<file path="src/rtl/data_mem_arbiter.sv">
// data_mem_arbiter: two-requester (CPU, debug) sequencer for a single-port data memory.
// Define MEM_ARB_ROUND_ROBIN_EN for round-robin ties; default is CPU priority with a starvation guard.
module data_mem_arbiter #(
    parameter int DATA_W       = 32,
    parameter int DEPTH        = 32,
    parameter int STARVE_LIMIT = 4
) (
    input  logic                     clk,
    input  logic                     rst_n,
    input  logic                     cpu_req,
    input  logic                     cpu_we,
    input  logic [31:0]              cpu_addr,
    input  logic [DATA_W-1:0]        cpu_wdata,
    output logic                     cpu_done,
    output logic [DATA_W-1:0]        cpu_rdata,
    output logic                     cpu_err,
    input  logic                     dbg_req,
    input  logic                     dbg_we,
    input  logic [31:0]              dbg_addr,
    input  logic [DATA_W-1:0]        dbg_wdata,
    output logic                     dbg_done,
    output logic [DATA_W-1:0]        dbg_rdata,
    output logic                     dbg_err,
    output logic [$clog2(DEPTH)-1:0] mem_addr,
    output logic [DATA_W-1:0]        mem_wdata,
    output logic                     mem_we,
    output logic                     mem_re,
    input  logic [DATA_W-1:0]        mem_rdata,
    output logic                     busy
);
    localparam int AW = $clog2(DEPTH);

    typedef enum logic [1:0] {IDLE, ACCESS, RESP} state_t;

    state_t              state, state_nx;
    logic                owner_dbg;
    logic                we_q;
    logic [31:0]         addr_q;
    logic [DATA_W-1:0]   wdata_q;
    logic                any_req;
    logic                grant_dbg;
    logic                legal;
    logic [DATA_W-1:0]   rd;

    assign any_req = cpu_req || dbg_req;
    assign legal   = addr_q < 32'(DEPTH);

`ifdef MEM_ARB_ROUND_ROBIN_EN
    // Whoever was granted last yields the next tie.
    logic rr_dbg_first;
    assign grant_dbg = dbg_req && (!cpu_req || rr_dbg_first);
    always_ff @(posedge clk or negedge rst_n) begin
        if (!rst_n)
            rr_dbg_first <= 1'b0;
        else if (state == IDLE && any_req)
            rr_dbg_first <= !grant_dbg;
    end
`else
    localparam int CW = $clog2(STARVE_LIMIT + 1);
    logic [CW-1:0] starve_cnt;
    assign grant_dbg = dbg_req && (!cpu_req || starve_cnt == CW'(STARVE_LIMIT));
    // Counts CPU grants that overtook a waiting debug request.
    always_ff @(posedge clk or negedge rst_n) begin
        if (!rst_n)
            starve_cnt <= '0;
        else if (state == IDLE && any_req)
            starve_cnt <= grant_dbg ? '0 : dbg_req ? starve_cnt + 1'b1 : starve_cnt;
    end
`endif

    always_ff @(posedge clk or negedge rst_n) begin
        if (!rst_n) begin
            state     <= IDLE;
            owner_dbg <= 1'b0;
            we_q      <= 1'b0;
            addr_q    <= '0;
            wdata_q   <= '0;
        end else begin
            state <= state_nx;
            if (state == IDLE && any_req) begin
                owner_dbg <= grant_dbg;
                we_q      <= grant_dbg ? dbg_we    : cpu_we;
                addr_q    <= grant_dbg ? dbg_addr  : cpu_addr;
                wdata_q   <= grant_dbg ? dbg_wdata : cpu_wdata;
            end
        end
    end

    always_comb begin
        state_nx  = IDLE;
        mem_addr  = '0;
        mem_wdata = '0;
        mem_we    = 1'b0;
        mem_re    = 1'b0;
        cpu_done  = 1'b0;
        cpu_rdata = '0;
        cpu_err   = 1'b0;
        dbg_done  = 1'b0;
        dbg_rdata = '0;
        dbg_err   = 1'b0;
        rd        = (legal && !we_q) ? mem_rdata : '0;
        busy      = state != IDLE;
        case (state)
            IDLE:    state_nx = any_req ? ACCESS : IDLE;
            ACCESS: begin
                state_nx = RESP;
                if (legal) begin
                    mem_addr  = addr_q[AW-1:0];
                    mem_wdata = we_q ? wdata_q : '0;
                    mem_we    = we_q;
                    mem_re    = !we_q;
                end
            end
            RESP: begin
                state_nx = IDLE;
                if (owner_dbg) begin
                    dbg_done  = 1'b1;
                    dbg_rdata = rd;
                    dbg_err   = !legal;
                end else begin
                    cpu_done  = 1'b1;
                    cpu_rdata = rd;
                    cpu_err   = !legal;
                end
            end
            default: state_nx = IDLE;
        endcase
    end
endmodule

</file>
<file path="config.mk">
export PLATFORM = sky130hd
export DESIGN_NAME = data_mem_arbiter
export DESIGN_NICKNAME = d
export VERILOG_FILES = /design/src/rtl/data_mem_arbiter.sv
export SDC_FILE = /design/constraint.sdc
export NUM_CORES = 1
export LEC_CHECK = 0
export BUFFER_PORTS_ARGS = -buffer_cell sky130_fd_sc_hd__buf_2
export CAP_MARGIN = 30
export CORE_MARGIN = 2
export CORE_UTILIZATION = 49
export CTS_CLUSTER_SIZE = 16
export DETAILED_ROUTE_END_ITERATION = 16
export GPL_TIMING_DRIVEN = 0
export PLACE_DENSITY = 0.92
export SLEW_MARGIN = 30
export SYNTH_ARGS = -nofsm -noshare
export SYNTH_HDL_FRONTEND = slang
export SYNTH_SLANG_ARGS = --single-unit
</file>
<file path="constraint.sdc">
create_clock -name clk -period 3.1 [get_ports clk]
set_input_delay 0.31 -clock clk [delete_from_list [all_inputs] [get_ports clk]]
set_output_delay 0.31 -clock clk [all_outputs]
set_load 0.02 [all_outputs]
</file>
==> results of run 1 <==
power breakdown:
| group | switching [mW] | leakage, nW | total [mW] | internal (mW) |
|---|---|---|---|---|
| Combinational | 1.44 | 1.94 | 2.24 | 0.801 |
| Clock | 0.364 | 0.0895 | 0.737 | 0.373 |
| Sequential | 0.260 | 0.871 | 1.64 | 1.38 |
| Total | 2.06 | 2.90 | 4.62 | 2.56 |
cell type report:
class | count | share of cell area
Multi-Input combinational cell | 467 | 0.420
Sequential cell | 71 | 0.261
Timing Repair Buffer | 275 | 0.206
Buffer | 88 | 0.0575
Tap cell | 136 | 0.0250
Clock buffer | 11 | 0.0193
Clock inverter | 5 | 0.00863
Inverter | 4 | 0.00220
Antenna cell | 1 | 0.000367
flip-flops by register name, indices dropped and copies added (netlist names):
| name | cells |
|---|---|
| we_q | 1 |
| starve_cnt | 3 |
| addr_q | 32 |
| wdata_q | 32 |
| owner_dbg | 1 |
| state | 2 |
synthesized netlist by cell type:
cell type  number  area share
dfrtp_1        71        0.35
nor4_2          2      0.0050
inv_2           2      0.0015
or3b_2          1      0.0017
a22o_1          3      0.0052
o21ai_0        65       0.064
ha_1            2      0.0050
buf_2          16       0.016
nor3_2         32       0.064
o211ai_1       65       0.097
buf_1           7      0.0052
buf_4           1      0.0015
o22ai_1         1      0.0012
inv_1           2      0.0015
nand4_1        68       0.084
nor2_2          1      0.0012
nand2b_1       34       0.042
mux2_2          1      0.0022
and3b_1         1      0.0017
nor4_1          5      0.0062
nor3_1         71       0.070
clkbuf_1       59       0.044
a21bo_2         1      0.0020
nand3_1        98       0.097
and2_1          1      0.0012
or2_2           1      0.0012
nor2_1          3      0.0022
nand2_1         7      0.0052
o21a_1          2      0.0030
nor2b_1         1      0.0012
nor3b_2         1      0.0025
buf_6           5       0.011
metrics by stage:
stage	utilization	cell area (µm²)
floorplan	-	5040
detailed placement	0.652	6610
global route	0.672	6810
CTS	0.672	6810
global placement	0.649	6580
finish	0.672	6810
path summary, 6_finish.rpt:
kind | start | end | slack (ps)
max | addr_q[19]$_DFFE_PN0P_ | mem_wdata[0] | 280
min | cpu_wdata[30] | wdata_q[30]$_DFFE_PN0P_ | 220
max reg2reg | state[1]$_DFF_PN0_ | addr_q[15]$_DFFE_PN0P_ | 1200
min reg2reg | addr_q[2]$_DFFE_PN0P_ | addr_q[2]$_DFFE_PN0P_ | 540
max in group asynchronous | rst_n | starve_cnt[1]$_DFFE_PN0P_ | 2120
min in group asynchronous | rst_n | wdata_q[12]$_DFFE_PN0P_ | 420
layer usage:
| layer | vias to the layer above | global-route usage |
|---|---|---|
| li1 | 2959 | - |
| met1 | 2992 | 0.410 |
| met2 | 409 | 0.583 |
| met3 | 95 | 0.0550 |
| met4 | 2 | 0.185 |
| met5 | - | 0 |
cells in the final DEF, fill, tap and decap left out, drive strengths merged, types with 2 or more instances in the layout:
cell type and n:
o211ai 65, ha 2, nand4 68, clkinv 2, nor2 4, clkbuf 70, dfrtp 71, a22o 3
clkinvlp 2, buf 303, nand2 7, inv 4, nand2b 34, nor4 7, nand3 98, o21ai 65
o21a 2, nor3 103
kinds of logic after synthesis:
family,after synthesis,share of synthesized area
flip-flops,71,0.352
multiplexers,1,0.00223
buffers and inverters,92,0.0806
AND/OR/NAND/NOR,327,0.387
adder cells (fa/ha/maj),2,0.00496
AO/OA/AOI/OAI,137,0.173
timing repair:
item	in CTS	in global routing
gates resized for setup	0	0
endpoints found under the hold margin	27	0
hold buffers	1	0
worst min-delay path: cells and delay by family:
| kind | cells | cell delay [ps] |
|---|---|---|
| and+or+nand+nor | 1 | 50 |
| AOI/OAI and AO/OA | 1 | 70 |
| buffers and inverters | 1 | 90 |
==> summary.md, run 1 <==
| Metric | Value |
|---|---|
| Clock Root Buffer | clkbuf_8 |
| RSZ-0062 raised after global routing | no |
| Initial Util | 0.497 |
| PD cells | 678 nW/µm² |
| Min Hold Slack | 223 ps |
| Outcome | finished clean |
| Num rows | 37 |
| Peak VDD IR | 403 µV |
| Post-DR wirelength/cell | 18.4 µm |
| Clk sink count | 71 |
| Clk pin slew, worst setup/hold paths | 90 ps |
| Worst-Skew Late Latency | 350 ps |
| Area Growth Syn to Fin | 35.1% |
| WHS Path Cells | 3 |
| Tmin final | 2820 ps |
| WS Path Type | reg2out |
| Detailed placer's ending HPWL | 15.0 mm |
| Die height | 105 µm |
| Syn Nets | 798 |
| Inserted Clock Buffers | 9 |
| Hold Path Class | in2reg |
| Max Buffers Root-to-Sink | 2 |
| Core area | 10100 µm² |
| Global-route wire length before repair | 30.5 mm |
| Final Hold Vio Count | 0 |
| Vias per std cell | 6.10 |
| CTS tree | yes |
| CP max stage delay | 490 ps |
| Clock Skews | 16.9 ps |
| Final global-route overflow total | 0 |
| Setup TNS Final | 0 ps |
| Top Ports | 274 |
| R2R depth | 5 |
| P_leak | 2.90 nW |
| Critical path's top delay family | simple AND/OR/NAND/NOR gates |
| Worst setup EP type | output pin |
| Post-DRT Antenna Nets | 0 |
| Max Used Layer | met5 |
| Cells along the critical path | nor4_2, nand3_1, clkbuf_1, nor3_1, buf_2 |
| Maxcap violations | 0 |
| Layout Nets | 1084 |
| DP Worst Slack | 712 ps |
| Post-route DRC | 0 |
| Post-Syn Area per Cell | 8.01 µm² |
| Setup crit start kind | flip-flop |
| CP required | 2790 ps |
| Max Clock Freq | 354 MHz |
| Setup WS post-layout | 278 ps |
| Layout cells sized above 1 | 0.382 |
| Area occupied by multi-input gates | 2860 µm² |
| YS warnings | 0 |
| Port Buf Inserts | 273 |
| Met3 WL | 1.56 mm |
| Synth cell types | 32 |
| Seq. cell area | 1780 µm² |
| Number of cells on the critical path | 5 |
| Final Slew Violations | 0 |
| Register bit count reported by yosys | 71 |
| Sequential fraction of the synthesis area | 0.352 |
| DRT Pass-1 Iters | 6 |
| Placed insts | 1040 |
| CP bufs+invs | 2 |
| Routed wl met2 | 9.68 mm |
| Fillcell total | 887 |
| Pin count of the biggest net entering global routing | 45 |
| Number of setup violations in the final report | 0 |
| GP Congestion | 0.925 |
| Pwr Total | 4.62 mW |
| Tcrit/Tclk final | 0.910 |
| Initial DRC count | 707 |
| Die W | 105 µm |
| DRT met1 WL | 7.13 mm |
| Vias in the first global route | 6205 |
| CP max-delay cell | nor4_2 |
| Number of post-CTS setup repair buffers | 0 |
| Final non-filler cell total | 1058 |
| Total track usage | 0.341 |
| Arrival time of the worst setup path | 2510 ps |
| Level count of the clock H-tree | 3 |
| Worst slew margin | 0.570 |
| Max FO, Critical Path | 10 |
| Mapped Cells | 630 |
| Die ar. | 11100 µm² |
| Total routed wirelength | 19.4 mm |
| Antenna violations before repair | 2 |
| Mapped Area | 5040 µm² |
| Via Count | 6457 |
| Worst-Margin Slew | 645 ps |
Power figures use the tool's default switching activity.
==> inputs of run 2 (changes only) <==
--- a/config.mk
+++ b/config.mk
@@ -7,6 +7,7 @@
 export LEC_CHECK = 0
 export BUFFER_PORTS_ARGS = -buffer_cell sky130_fd_sc_hd__buf_2
 export CAP_MARGIN = 30
+export CORE_ASPECT_RATIO = 0.8
 export CORE_MARGIN = 2
 export CORE_UTILIZATION = 49
 export CTS_CLUSTER_SIZE = 16
==> run 2 against run 1 <==
  * Cell area up 2.4%
  * Fmax rose by 3.1%
  * Clock skew shrank 7.1 ps
  * Power rose by 11%
  * Die area hardly changed
  * Sequential power about the same
  * Sequential cell count is the same
  * Clock power increased by 63%
  * Highest routed layer is now met4
==> summary.md, run 2 (synthesized netlist as in run 1, its figures left out) <==
| Metric | Value |
|---|---|
| Final global-route overflow total | 0 (unchanged) |
| Layout Nets | 1084 (unchanged) |
| Worst Setup SP | addr_q[28]$_DFFE_PN0P_ |
| Final Slew Violations | 0 (unchanged) |
| Port Buf Inserts | 273 (unchanged) |
| Top Ports | 274 (unchanged) |
| Level count of the clock H-tree | 3 (unchanged) |
| P_leak | 2.98 nW (+2.7%) |
| Arrival time of the worst setup path | 2430 ps (-80 ps) |
| Most common library cell in the layout ignoring fill and taps | buf_2 |
| RR Startpoint | state[0]$_DFF_PN0_ |
| Final instance area | 6970 µm² (+2.4%) |
| Post-DR wirelength/cell | 18.0 µm (-1.8%) |
| Core area | 10100 µm² (-0.22%) |
| Clk sink count | 71 (unchanged) |
| CTS tree | yes |
| Outcome | finished clean |
| Final Util | 0.689 (+0.0175) |
| Max FO, Critical Path | 10 (unchanged) |
| Final Hold Vio Count | 0 (unchanged) |
| Min Hold Slack | 247 ps (+24.3 ps) |
| Worst setup EP type | output pin |
| Number of setup violations in the final report | 0 (unchanged) |
| Setup TNS Final | 0 ps (unchanged) |
| HP Start | cpu_wdata[30] |
| Tcrit/Tclk final | 0.883 (-0.0270) |
| Maxcap violations | 0 (unchanged) |
| Clk pin slew, worst setup/hold paths | 60 ps (-30 ps) |
| Die ar. | 11100 µm² (about the same) |
| Antenna violations before repair | 1 (-1) |
| Pwr Total | 5.13 mW (+11%) |
| Total track usage | 0.335 (-0.00633) |
| CP required | 2790 ps (about the same) |
| Initial Util | 0.499 (+0.00111) |
| Hold Path Class | in2reg |
| Layout cells sized above 1 | 0.384 (+0.00217) |
| Via Count | 6452 (-0.077%) |
| Global-route wire length before repair | 29.8 mm (-2.2%) |
| RSZ-0062 raised after global routing | no |
| Regs by FF count | addr_q x32, wdata_q x32, starve_cnt x3 |
| Pin count of the biggest net entering global routing | 48 (+6.7%) |
| Die W | 117 µm (+11%) |
| Worst-Skew Late Latency | 330 ps (-20 ps) |
| Post-DRT Antenna Nets | 0 (unchanged) |
| Post-placement cell area | 6620 µm² (about the same) |
| Num rows | 33 (-11%) |
| Post-route DRC | 0 (unchanged) |
| Most frequent cells in the layout | 288 x buf_2, 98 x nand3_1, 71 x nor3_1, 71 x dfrtp_1, 68 x nand4_1 |
| Initial DRC count | 539 (-24%) |
| Vias per std cell | 6.08 (-0.45%) |
| Area Growth Syn to Fin | 38.3% |
| GP Congestion | 0.903 (-2.4%) |
| DRT Pass-1 Iters | 6 (unchanged) |
| Detailed placer's ending HPWL | 14.7 mm (-1.7%) |
| WS Path Type | reg2out |
| Setup crit start kind | flip-flop |
| Max Buffers Root-to-Sink | 2 (unchanged) |
| PD cells | 736 nW/µm² (+8.6%) |
| Total routed wirelength | 19.1 mm (-1.4%) |
| Die height | 94.7 µm (-10%) |
| Worst slew margin | 0.570 (about the same) |
| Tmin final | 2740 ps (-83.6 ps) |
| Worst-Margin Slew | 645 ps (+0.580 ps) |
| Max Clock Freq | 365 MHz (+3.1%) |
| Clock Skews | 9.77 ps (-7.12 ps) |
| Peak VDD IR | 451 µV (+12%) |
| Vias in the first global route | 6091 (-1.8%) |
| # resized after CTS | 0 (unchanged) |
| Inserted Clock Buffers | 9 (unchanged) |
| Clock Root Buffer | clkbuf_16 |
## run 2: cell count changes in the layout (fill, tap and decap cells not counted), sizes merged
cell      before  now
bufinv         1    3
clkbuf        70   69
clkinvlp       2    1
## run 2: layout make-up
class	instances	area, µm²
Fill cell	890	3140
Multi-Input combinational cell	467	2860
Sequential cell	71	1780
Timing Repair Buffer	275	1410
Buffer	88	392
Clock buffer	10	239
Tap cell	140	175
Clock inverter	6	108
Inverter	4	15.0
Antenna cell	1	2.50
## run 2: what timing repair did
action	in CTS	in global routing
hold buffers	1	0
setup buffers	0	0
hold endpoints to repair	24	0
## run 2: routing by layer
metal / vias to the layer above / track usage / wire, µm
met5: - / 0 / 0
met1: 2996 / 0.403 / 7330
li1: 2957 / - / -
met4: 0 / 0.154 / 750
met2: 428 / 0.594 / 9360
met3: 71 / 0.0592 / 1700
## run 2: worst paths after layout
| path | slack [ps] | to | cells after the start |
|---|---|---|---|
| worst max-delay path | 360 | cpu_rdata[13] | 6 |
| worst min-delay path | 250 | wdata_q[30]$_DFFE_PN0P_ | 3 |
| worst max register to register | 1170 | addr_q[21]$_DFFE_PN0P_ | 6 |
| worst min register to register | 530 | wdata_q[25]$_DFFE_PN0P_ | 2 |
| max in group asynchronous | 2110 | we_q$_DFFE_PN0P_ | 3 |
| min in group asynchronous | 440 | wdata_q[20]$_DFFE_PN0P_ | 2 |
## run 2: worst max-delay path: stages, from the launching register on
cell,delay (ps)
dfrtp_1,380
nor4_1,350
nand4_1,410
buf_4,350
buf_6,160
nor3_2,240
buf_2,200
## run 2: through the flow
step,setup slack [ps],instances
2_1_floorplan,982,630
3_3_place_gp,712,1043
3_5_place_dp,727,1044
4_1_cts,366,1061
5_1_grt,186,1062
6_report,361,1062
## run 2: where the power goes
part / switching (mW) / leakage [nW] / total (mW) / internal (mW)
Combinational: 1.48 / 1.94 / 2.28 / 0.802
Sequential: 0.267 / 0.871 / 1.65 / 1.39
Clock: 0.397 / 0.168 / 1.20 / 0.805
